`src/rtl/xor_chk_settle_timer.sv`:
```
// ============================================================================
// xor_chk_settle_timer: loadable down-counter that pulses expire once a
// pattern has been held for SETTLE_CYCLES cycles.
// Revision: 1.0 - initial release
// ============================================================================
`default_nettype none

module xor_chk_settle_timer #(
  parameter int SETTLE_CYCLES = 2
) (
  input  logic clk,
  input  logic rst_n,
  input  logic clr,
  input  logic load,
  input  logic en,
  output logic expire
);

  localparam logic [7:0] LOAD_VAL = 8'(SETTLE_CYCLES - 1);

  logic [7:0] count;

  always_ff @(posedge clk or negedge rst_n) begin
    if (!rst_n) begin
      count <= 8'd0;
    end else if (clr) begin
      count <= 8'd0;
    end else if (load) begin
      count <= LOAD_VAL;
    end else if (en && (count != 8'd0)) begin
      count <= count - 8'd1;
    end
  end

  assign expire = en && (count == 8'd0);

endmodule

`default_nettype wire

```
`config.mk`:
```
export PLATFORM = sky130hd
export DESIGN_NAME = xor_chk_settle_timer
export DESIGN_NICKNAME = d
export VERILOG_FILES = /design/src/rtl/xor_chk_settle_timer.sv
export SDC_FILE = /design/constraint.sdc
export NUM_CORES = 1
export LEC_CHECK = 0
export ABC_AREA = 0
export CELL_PAD_IN_SITES_DETAIL_PLACEMENT = 0
export CELL_PAD_IN_SITES_GLOBAL_PLACEMENT = 1
export CORE_UTILIZATION = 35
export DETAILED_ROUTE_END_ITERATION = 12
export GPL_TIMING_DRIVEN = 0
export HOLD_SLACK_MARGIN = 0.02
export PLACE_DENSITY_LB_ADDON = 0.2
export SKIP_LAST_GASP = 1
export SYNTH_ARGS = -nofsm -noshare
export SYNTH_HDL_FRONTEND = slang
export SYNTH_SLANG_ARGS = --single-unit
```
`constraint.sdc`:
```
create_clock -name clk -period 1.77 [get_ports clk]
set_input_delay 0.354 -clock clk [delete_from_list [all_inputs] [get_ports clk]]
set_output_delay 0.354 -clock clk [all_outputs]
set_load 0.01 [all_outputs]
```
==> results.cfg, run 1 <==
[run_status]
status = complete, but fails checks
violations = setup timing

[global_routing]
use_met3_pct = 9.659
grt_pass1_wl_microns = 1807
grt_pass1_vias = 425
grt_max_degree = 9
gr-usage-met2_pct = 27.05
overflow = 0
met1_usage_pct = 22.84
antenna_found_initial = 0
busiest_layer = met2
grt_usage_pct = 18.11

[logic_synthesis]
ys_warn_count = 0
synth_top_area_share_pct = 40.40
async_reset_ff_share_pct = 100.0
synth-main-ff-cell = dfrtp_1
yosysSeqAreaShare_pct = 40.40
synth_common_cells = dfrtp_1 (8), nand2_1 (5), a21oi_1 (4), mux2i_1 (4), nor4_1 (4)
yosysMostFrequentCell = dfrtp_1
synth.avg_cell_area_sq_um = 9.175
synth_area_leaders = dfrtp_1 (40%), mux2i_1 (8.1%), nor4_1 (5.1%)
synth_edf_count = 0
synth_seq_cells = 8
syn_area_sq_um = 495.5
syn_inst = 54
ys_types = 20
yosys.area.top_type = dfrtp_1
synth_fp_nets = 60

[worst_setup_path]
timing.rr.start = count[3]$_DFFE_PN0P_
rrSetupSlack_ns = -0.03
slowest_delay_ns = 0.56
cp_num_cells = 3
cp_slowest_cell = or4_4
path_buf_inv = 1
crit_path_end_kind = primary output
regToRegEndpoint = count[6]$_DFFE_PN0P_
cp_top_family = simple AND/OR/NAND/NOR gates
crit_required_ns = 1.42
crit_chain = or4_4 -> nor4_4 -> buf_2
critPathLaunchType = flop
critPathMaxFanout = 2
arrival_ns = 1.48
cp-startpoint = count[3]$_DFFE_PN0P_
path_class = flop to primary output
reg2reg_depth = 4

[timing]
setup-violations-final = 2
finalHoldViolCount = 0
final.min_clock_period_ns = 1.835
setup_slack_ns = -0.06482
fin_setup_tns_ns = -0.09537
whs_ns = 0.3899
max_freq_mhz = 545.0
drv_slew = 0
period_share_pct = 103.7
skew_ns = 0.0007528
worst_pin_slew_ns = 0.5567
rsz0062_at_grt = yes
relSlewSlack_pct = 62.54

[layout]
largest_register_ffs = 8
final.fill_count = 128
top_register = count
top_regs = count (8)
fin_area_sq_um = 630.6
drive_gt1_share_pct = 29.69
num_antenna_cells = 0
area_growth_pct = 27.27
nets = 72

[cts]
clock_path_buffers = 2
clock_sinks = 8
clk_latency_ns = 0.25
h-tree-depth = 1
numCtsBuffers = 3
clkTransAtPathRegs_ns = 0.05
cts_hold_buf = 0
cts_tree = done
root_buffer = clkbuf_4

[drt]
wl_per_cell_microns = 14.34
routed_via_density = 5.911
drt_wl_total_microns = 1133
final_antenna_net_count = 0
route.detailed.drc = 0
num_vias = 467
drt_pass1_iterations = 4
drt_iter0_drc = 11

[run]
maxCapViolCount = 0

[pwr]
ir_drop_mv = 0.4547
leakage_nw = 0.2675
cellPowerDensity_nw_per_um2 = 785.2

[die]
dieArea_sq_um = 1570
start_util_pct = 38.08
rows = 13
die_width_microns = 39.63
core_sq_um = 1301
ios = 6
die_y_microns = 39.63

[placement]
placed_area_sq_um = 570.5
gp_congestion = 0.7496
pre_cts_ws_ns = -0.4528
hpwl_microns = 759.3
port_buffers = 5

[min_path]
holdCritPathClass = primary input to asynchronous set/reset pin
-- cell usage in the layout (no fill, tap or decap) --
cell	netlist	routed
dfrtp_1	8	8
nand2_1	5	4
mux2i_1	4	4
inv_1	3	3
o21ai_0	3	3
a21oi_1	4	3
or3_1	3	3
nor4_1	4	3
a211oi_1	3	3
clkbuf_4	0	3
clkdlybuf4s50_1	0	3
buf_4	0	3
or3_2	2	2
or3b_2	2	2
or4_1	3	2
or2_2	2	2
nor3_1	2	2
or4_4	0	1
nand2_2	0	1
nor4_4	0	1
nor3b_2	0	1
nor2_1	1	1
o211a_1	1	1
nand3b_1	1	1
a21oi_2	0	1
ha_2	0	1
dlygate4sd2_1	0	1
buf_2	0	1
-- power breakdown --
part	leakage (nW)	internal, mW	total [mW]	switching (mW)
clock	0.0138	0.0774	0.137	0.0596
sequential	0.109	0.194	0.205	0.0110
combinational	0.144	0.0750	0.153	0.0782
total	0.268	0.346	0.495	0.149
-- metrics by stage --
step | cells | power [mW] | utilization, %
final | 79 | 0.4951 | 48.46
after CTS | 80 | 0.4965 | 47.79
after global placement | 74 | 0.3423 | 43.85
after detailed placement | 74 | 0.3414 | 43.85
after global routing | 79 | 0.5285 | 48.46
after floorplan | 54 | 0.2992 | -
-- worst register-to-register path, stage by stage (launching register included) --
cell	delay [ns]
dfrtp_1	0.38
or4_4	0.56
buf_4	0.17
or4_1	0.48
a21oi_2	0.13
-- cells by family after synthesis --
logic type | count (synthesis) | synth area share [%]
AOI/OAI and AO/OA | 11 | 13.64
adders and majority gates | 1 | 2.525
buffers and inverters | 4 | 3.282
DFF | 8 | 40.40
muxes | 4 | 8.081
and+or+nand+nor | 26 | 32.07
-- metal layers --
metal / vias up / part of all wire (%)
met1: 222 / 49
met2: 14 / 44
met3: 2 / 6.9
met4: 0 / 0.53
met5: - / 0
li1: 229 / -
-- cell type report --
class                      instances  area (sq um)  share of cell area (%)
sequential                         8         200.2                   31.75
clock buffer                       3         22.52                   3.571
inverter                           3         11.26                   1.786
timing repair buffer               8         66.31                   10.52
multi-input combinational         42         311.5                   49.40
tap                               15         18.77                   2.976
-- repair_timing --
action,4_1_cts,5_1_grt
setup endpoints to repair,4,4
resized for setup,8,5
setup buffers,3,0
pin swaps,3,1
-- worst max path at each step --
| stage | endpoint | slack, ns |
|---|---|---|
| 2_1_floorplan | count[6]$_DFFE_PN0P_ | 0.06 |
| 3_3_place_gp | expire | -0.48 |
| 3_5_place_dp | expire | -0.45 |
| 4_1_cts | expire | -0.18 |
| 5_1_grt | expire | -0.12 |
| 6_report | expire | -0.06 |
Power figures use the tool's default switching activity.
==> inputs of run 2 (changes only) <==
CORE_UTILIZATION = 38   (was 35)
clock period = 2 ns   (was 1.77 ns; I/O delays follow)
==> run 2 against run 1 <==
- the run now ends clean
- flip-flop and latch count is the same
- final cell count is 2.5% higher
- wire length decreased by 4.0%
- die area is 7.5% lower
- hold slack gained 0.037 ns
- first-iteration DRC count decreased by 9.1%
- critical path depth increased by 1
- sequential share of layout area increased by 0.19 points
- sequential power fell by 12%
- core utilization up 5.8 points
- via count fell by 2.1%
- highest routed layer is now met3
==> results.cfg, run 2 (synthesized netlist as in run 1, its figures left out) <==
[cts]
numCtsBuffers = 3
clk_latency_ns = 0.25
h-tree-depth = 1
clock_sinks = 8
cts_hold_buf = 0
cts_tree = done
root_buffer = clkbuf_4
clock_path_buffers = 2
clkTransAtPathRegs_ns = 0.05

[run_status]
status = finished, final reports clean

[timing]
drv_slew = 0
setup_slack_ns = 0.07147
finalHoldViolCount = 0
period_share_pct = 96.43
max_freq_mhz = 518.5
worst_pin_slew_ns = 0.5643
final.min_clock_period_ns = 1.929
relSlewSlack_pct = 62.03
rsz0062_at_grt = no
skew_ns = 0.0002255
setup-violations-final = 0

[global_routing]
use_met3_pct = 10.47
gr-usage-met2_pct = 27.97
grt_pass1_wl_microns = 1738
antenna_found_initial = 0
grt_pass1_vias = 397
grt_max_degree = 9
overflow = 0
met1_usage_pct = 22.30
grt_usage_pct = 17.85
busiest_layer = met2

[die]
ios = 6
start_util_pct = 42.86
core_sq_um = 1156
die_y_microns = 38.11
rows = 12
dieArea_sq_um = 1452
die_width_microns = 38.11

[worst_setup_path]
rrSetupSlack_ns = 0.15
critPathMaxFanout = 6
crit_path_end_kind = primary output
timing.rr.start = count[2]$_DFFE_PN0P_
regToRegEndpoint = count[5]$_DFFE_PN0P_
crit_required_ns = 1.60
reg2reg_depth = 5
arrival_ns = 1.53
critPathLaunchType = primary input
path_class = primary input to primary output

[placement]
port_buffers = 5
gp_congestion = 0.7097
pre_cts_ws_ns = -0.2940
hpwl_microns = 766.9

[drt]
routed_via_density = 5.642
route.detailed.drc = 0
drt_wl_total_microns = 1088
num_vias = 457
wl_per_cell_microns = 13.43
drt_iter0_drc = 10
drt_pass1_iterations = 4
final_antenna_net_count = 0

[layout]
top_register = count
top_regs = count (8)
area_growth_pct = 26.52
drive_gt1_share_pct = 25.37
nets = 75
num_antenna_cells = 0
largest_register_ffs = 8
final_common_cell = dfrtp_1
mostFrequentLayoutCells = dfrtp_1 (8), buf_4 (6), nand2_1 (5)

[min_path]
holdCritPathClass = primary input to asynchronous set/reset pin

[pwr]
leakage_nw = 0.2791
fin_total_pwr_mw = 0.4316
ir_drop_mv = 0.5070
cellPowerDensity_nw_per_um2 = 688.6

[run]
maxCapViolCount = 0
run 2: cell count changes in the layout (fill, tap and decap cells not counted), sizes merged:
cell,previous run,this run
dlygate4sd2,1,0
buf,4,7
clkdlybuf4s50,3,4
run 2: final cells by class:
class                   instances  area (sq um)
flip-flops and latches          8         200.2
fillers                       115         529.3
multi-input cells              42         285.3
well taps                      14         17.52
clock buffers                   3         22.52
inverters                       3         11.26
repair buffers                 11         90.09
run 2: repair_timing:
item | CTS | global route
resized for setup | 7 | 1
pin swaps | 2 | 1
endpoints found under the setup margin | 1 | 1
buffers inserted | 4 | 2
run 2: how the worst max path moves through the flow:
stage	from	end	slack (ns)	depth (start not counted)
6_report	en	expire	0.07	4
5_1_grt	en	expire	0.02	4
4_1_cts	count[2]$_DFFE_PN0P_	expire	-0.03	4
3_5_place_dp	count[3]$_DFFE_PN0P_	expire	-0.29	4
3_3_place_gp	count[3]$_DFFE_PN0P_	expire	-0.30	4
2_1_floorplan	count[3]$_DFFE_PN0P_	expire	0.14	3
run 2: worst max-delay path: stages:
cell and delay [ns]:
clkdlybuf4s50_1 0.56, nand2_1 0.17, nor4_2 0.23, buf_2 0.17
run 2: report_power, final:
group / leakage (nW) / internal (mW) / switching, mW / total (mW)
clock: 0.0138 / 0.0687 / 0.0549 / 0.124
sequential: 0.109 / 0.171 / 0.00849 / 0.180
combinational: 0.156 / 0.0633 / 0.0649 / 0.128
total: 0.279 / 0.303 / 0.128 / 0.432
run 2: through the flow:
| stage | util [%] | cell area (sq um) | std cells | hold WS [ns] | setup TNS, ns |
|---|---|---|---|---|---|
| final | 54.22 | 626.9 | 81 | 0.4274 | 0 |
| after global routing | 54.22 | 626.9 | 81 | 0.4589 | 0 |
| after CTS | 53.57 | 619.3 | 80 | 0.4346 | -0.02627 |
| after detailed placement | 48.70 | 563.0 | 73 | 0.5478 | -0.4979 |
| after global placement | 48.70 | 563.0 | 73 | 0.5452 | -0.4561 |
| after floorplan | - | 495.5 | 54 | 0.1044 | 0 |
run 2: per-layer routing:
layer	part of all wire, %	vias up
li1	-	232
met1	48	214
met2	46	11
met3	5.8	0
met4	0	0
met5	0	-
==> variant 1: new RTL, settings of run 2 <==
Make the reset (`rst_n`) synchronous in one clocked block.
--- a/src/rtl/xor_chk_settle_timer.sv
+++ b/src/rtl/xor_chk_settle_timer.sv
@@ -20,7 +20,7 @@
 
   logic [7:0] count;
 
-  always_ff @(posedge clk or negedge rst_n) begin
+  always_ff @(posedge clk) begin
     if (!rst_n) begin
       count <= 8'd0;
     end else if (clr) begin
Behaviour: differs if rst_n is asserted again (counterexample within 4 cycles, from zero or initial values and one cycle with rst_n low); with rst_n held inactive, the same outputs for 10 cycles.
==> variant 1 against run 2 <==
Sequential share of layout area decreased by 5.1 points. Die area decreased by 5.0%. Area after synthesis decreased by 5.3%. Clock skew increased by 0.0032 ns. Fmax increased by 2.4%. Routed wire length decreased by 13%. Synthesized cell count decreased by 1.9%. Utilization decreased by 0.89 points. Sequential cell count unchanged. Count of clock-buffer cells in the layout unchanged. Design area decreased by 4.2%. Setup slack improved by 0.045 ns. Highest routed layer is now met4.
Power is not compared: it rests on default switching activity, and its combinational part moved more than twofold at a synthesized area within 25%.
==> variant 1: results (changes against run 2) <==
metric	value	unit	change
Worst Skew	0.00339	ns	was 0.000225 ns
R2R cell count	6		was 5
buffer levels on the longest clock path	2		unchanged
I/O Buffers	5		unchanged
routed wire length	945	um	was 1.09 mm
Seq/Total Area, Yosys	34.1	%	was 40.4%
Critical Path End	expire		unchanged
largest net degree at the start of global routing	11		was 9
Max H-tree Level	1		unchanged
nets	72		was 75
1st-iter DRT viols	4		was 10
Synth Net Count	60		unchanged
crit-path leading delay family	flip-flops		was buffers and inverters
Crit Path Max Fanout	5		was 6
share of layout cells above drive strength 1	15.9	%	was 25.4%
top cells by area, synth	dfxtp_1 (34%), mux2i_1 (8.5%), nand2_1 (5.6%)		was dfrtp_1 (40%), mux2i_1 (8.1%), nor4_1 (5.1%)
clock latency on the worst-skew pair	0.26	ns	
gr usage total	17.8	%	about the same
global placer's final weighted congestion	0.701		was 0.710
largest registers	count: 8 flops		unchanged
initial antenna violation count	0		unchanged
Worst EP arrival	1.48	ns	was 1.53 ns
synth warn	0		unchanged
Max Cap Viol	0		unchanged
run status	finished clean		unchanged
fillers	125		was 115
Leak	0.217	nW	
clock-pin slew on the worst setup and hold paths	0.06	ns	
via count	424		was 457
vias in the first global route	386		was 397
Synth cell types	24		was 20
setup slack, reg-to-reg	0.26	ns	was 0.15 ns
first-pass GRT wire length	1.66	mm	was 1.74 mm
CP max stage delay	0.36	ns	was 0.56 ns
Synth top cells by count	dfxtp_1 (8), nand2_1 (7), mux2i_1 (4), nand2b_1 (4)		was dfrtp_1 (8), nand2_1 (5), a21oi_1 (4), mux2i_1 (4), nor4_1 (4)
Detailed Place HPWL	647	um	was 767 um
root buf cell	clkbuf_4		unchanged
Worst path slowest cell	dfxtp_2		was clkdlybuf4s50_1
Initial DRT Pass Iterations	3		was 4
Worst Tran Pin Value	0.485	ns	was 0.564 ns
VDD IR max	0.000322	V	
prevailing post-synth register cell	dfxtp_1		was dfrtp_1
Worst Hold Class	reg -> reg		was in -> async
ant diodes	0		unchanged
asr flop ratio synth	0	%	was 100%
reg2reg end	count[4]$_SDFFE_PP0P_		was count[5]$_DFFE_PN0P_
Critical Path Source	count[0]$_SDFFE_PP0P_		was en
cts bufs inserted	3		unchanged
==> variant 1: through the flow <==
stage,setup slack [ns],hold slack [ns],area [sq um],std cells
floorplan,0.264,0.443,469,53
global placement,-0.513,0.460,537,72
detailed placement,-0.494,0.475,537,72
CTS,0.0407,0.487,599,77
global route,0.0417,0.514,601,77
finish,0.117,0.476,601,77
==> variant 1: cells by family (layout without fill, tap and decap cells) <==
| kind of cell | after synthesis | after routing | synth area share, % |
|---|---|---|---|
| AND/OR/NAND/NOR | 23 | 23 | 30.4 |
| AO/OA/AOI/OAI | 12 | 12 | 18.4 |
| flip-flops | 8 | 8 | 34.1 |
| multiplexers | 4 | 4 | 8.53 |
| buffers and inverters | 4 | 14 | 3.20 |
| adder cells (fa/ha/maj) | 2 | 2 | 5.33 |
==> variant 1: final cells by class <==
type	count	area, sq um	area share (%)
Multi-Input combinational cell	41	320	53.3
Timing Repair Buffer	7	63.8	10.6
Tap cell	14	17.5	2.92
Buffer	1	3.75	0.625
Sequential cell	8	161	26.9
Inverter	3	11.3	1.88
Clock buffer	3	22.5	3.75
==> variant 1: where the power goes <==
part	switching (mW)	internal (mW)	leakage, nW
combinational	0.0284	0.0354	0.138
sequential	0.00438	0.163	0.0651
clock	0.0598	0.0690	0.0138
==> variant 1: timing repair <==
item,4_1_cts,5_1_grt
pin swaps,1,0
resized for setup,5,1
endpoints found under the setup margin,1,1
setup buffers,2,0
==> variant 1: worst min path at each step <==
stage,startpoint,end,cells past startpoint
floorplan,count[1]$_SDFFE_PP0P_,count[1]$_SDFFE_PP0P_,2
global placement,count[7]$_SDFFE_PP0P_,count[7]$_SDFFE_PP0P_,2
detailed placement,count[7]$_SDFFE_PP0P_,count[7]$_SDFFE_PP0P_,2
CTS,count[1]$_SDFFE_PP0P_,count[1]$_SDFFE_PP0P_,2
global route,count[1]$_SDFFE_PP0P_,count[1]$_SDFFE_PP0P_,2
finish,count[1]$_SDFFE_PP0P_,count[1]$_SDFFE_PP0P_,2
==> variant 1: per-layer routing <==
metal / vias up / track usage, % / share of wire (%)
met5: - / 0 / 0
met4: 0 / 13.9 / 1.7
met3: 2 / 1.83 / 1.9
met2: 5 / 25.9 / 45
met1: 198 / 23.5 / 51
li1: 219 / - / -
==> variant 1: worst reg2reg max path, delay by kind of cell (launching register included) <==
kind	cells	cell delay [ns]
simple gates	1	0.15
mux	1	0.22
compound gates	1	0.51
buf+inv	2	0.23
fa+ha+maj	1	0.20
flops	1	0.36
==> variant 2: new RTL, config.mk and constraints of run 2 <==
Made on the original files. Put a register stage on the output `expire`, cleared by the reset. The value now appears one clock later.
--- a/src/rtl/xor_chk_settle_timer.sv
+++ b/src/rtl/xor_chk_settle_timer.sv
@@ -32,7 +32,13 @@
     end
   end
 
-  assign expire = en && (count == 8'd0);
+  always_ff @(posedge clk or negedge rst_n) begin
+    if (!rst_n) begin
+      expire <= '0;
+    end else begin
+      expire <= en && (count == 8'd0);
+    end
+  end
 
 endmodule
 
Formal check against the unedited RTL: not equivalent (Yosys sat finds a counterexample within 4 cycles, from zero or initial values and one cycle with rst_n low).
==> variant 2 against run 2 <==
Non-clock buffer count decreased by 5. Final cell count down 3.7%. Routed wire length is 6.8% lower. Critical endpoint is now count[5]$_DFFE_PN0P_. Area after synthesis increased by 5.1%. Total power grew 8.5%. First-iteration DRC count decreased by 30%. Fmax is 5.5% higher. Global-route usage rose by 1.0 points. Hold slack improved by 0.0073 ns. Design area is 2.0% lower. Count of clock-buffer cells in the layout increased by 1. Sequential cell count up 1. Setup slack improved by 0.10 ns.
==> variant 2: results (changes against run 2) <==
metric	value	unit	change
Met1 Wirelength	512	um	was 519 um
Leak	0.264	nW	was 0.279 nW
routed wire length	1.01	mm	was 1.09 mm
R2R cell count	4		was 5
met1 Resource Use GR	24.0	%	was 22.3%
gr usage total	18.9	%	was 17.8%
drt via density	5.78		was 5.64
Synth Net Count	61		was 60
Detailed Place HPWL	745	um	was 767 um
setup slack, reg-to-reg	0.19	ns	was 0.15 ns
global placer's final weighted congestion	0.710		about the same
met3 wire len	43	um	was 63 um
# clk buffers	4		was 3
Worst Tran Pin Value	0.568	ns	was 0.564 ns
Worst Skew	0.00101	ns	was 0.000225 ns
first-pass GRT wire length	1.85	mm	was 1.74 mm
1st-iter DRT viols	7		was 10
nets	71		was 75
largest net degree at the start of global routing	10		was 9
clock latency on the worst-skew pair	0.27	ns	was 0.25 ns
share of layout cells above drive strength 1	15.6	%	was 25.4%
Placed Area	588	sq um	was 563 sq um
GR met2 Demand/Resource	25.8	%	was 28.0%
post_cts resized	0		was 7
reg2reg end	count[6]$_DFFE_PN0P_		was count[5]$_DFFE_PN0P_
sequential share of cell area	36.7	%	was 31.9%
Synth top cells by count	dfrtp_1 (9), nand2_1 (5), a21oi_1 (4), mux2i_1 (4), nor4_1 (4)		was dfrtp_1 (8), nand2_1 (5), a21oi_1 (4), mux2i_1 (4), nor4_1 (4)
multi-input gate share of total cell area	45.4	%	was 45.5%
postcts setup bufs	0		was 4
top cells by area, synth	dfrtp_1 (43%), mux2i_1 (7.7%), nor4_1 (4.8%)		was dfrtp_1 (40%), mux2i_1 (8.1%), nor4_1 (5.1%)
Power Internal	0.328	mW	was 0.303 mW
run status	finished clean		unchanged
Seq/Total Area, Yosys	43.3	%	was 40.4%
VDD IR max	0.000350	V	was 0.000507 V
largest registers	count: 8 flops, expire: 1 flops		was count: 8 flops
met2 routed WL	436	um	was 505 um
WL per Instance	13.0	um	was 13.4 um
[variant 2: changes by cell type in the layout (fill, tap and decap cells not counted), sizes merged]
cell	delta
clkbuf	+2
buf	-7
clkdlybuf4s50	+1
dfrtp	+1
[variant 2: critical path, delay by kind of cell]
kind | cells | cell delay, ns
simple gates | 2 | 0.92
buf+inv | 1 | 0.55
compound gates | 1 | 0.15
[variant 2: stage by stage]
stage	power (mW)	hold WS [ns]	setup slack, ns	TNS [ns]
floorplan	0.287	0.104	0.295	0
global placement	0.324	0.529	-0.0930	-0.151
detailed placement	0.326	0.533	-0.112	-0.168
CTS	0.476	0.436	0.168	0
global route	0.505	0.456	0.106	0
finish	0.468	0.435	0.172	0
[variant 2: cells by family after synthesis]
kind of cell               share of synthesized area (%)
adders and majority gates                           2.40
DFF                                                 43.3
and+or+nand+nor                                     30.5
muxes                                               7.69
buffers and inverters                               3.12
AOI/OAI and AO/OA                                   13.0
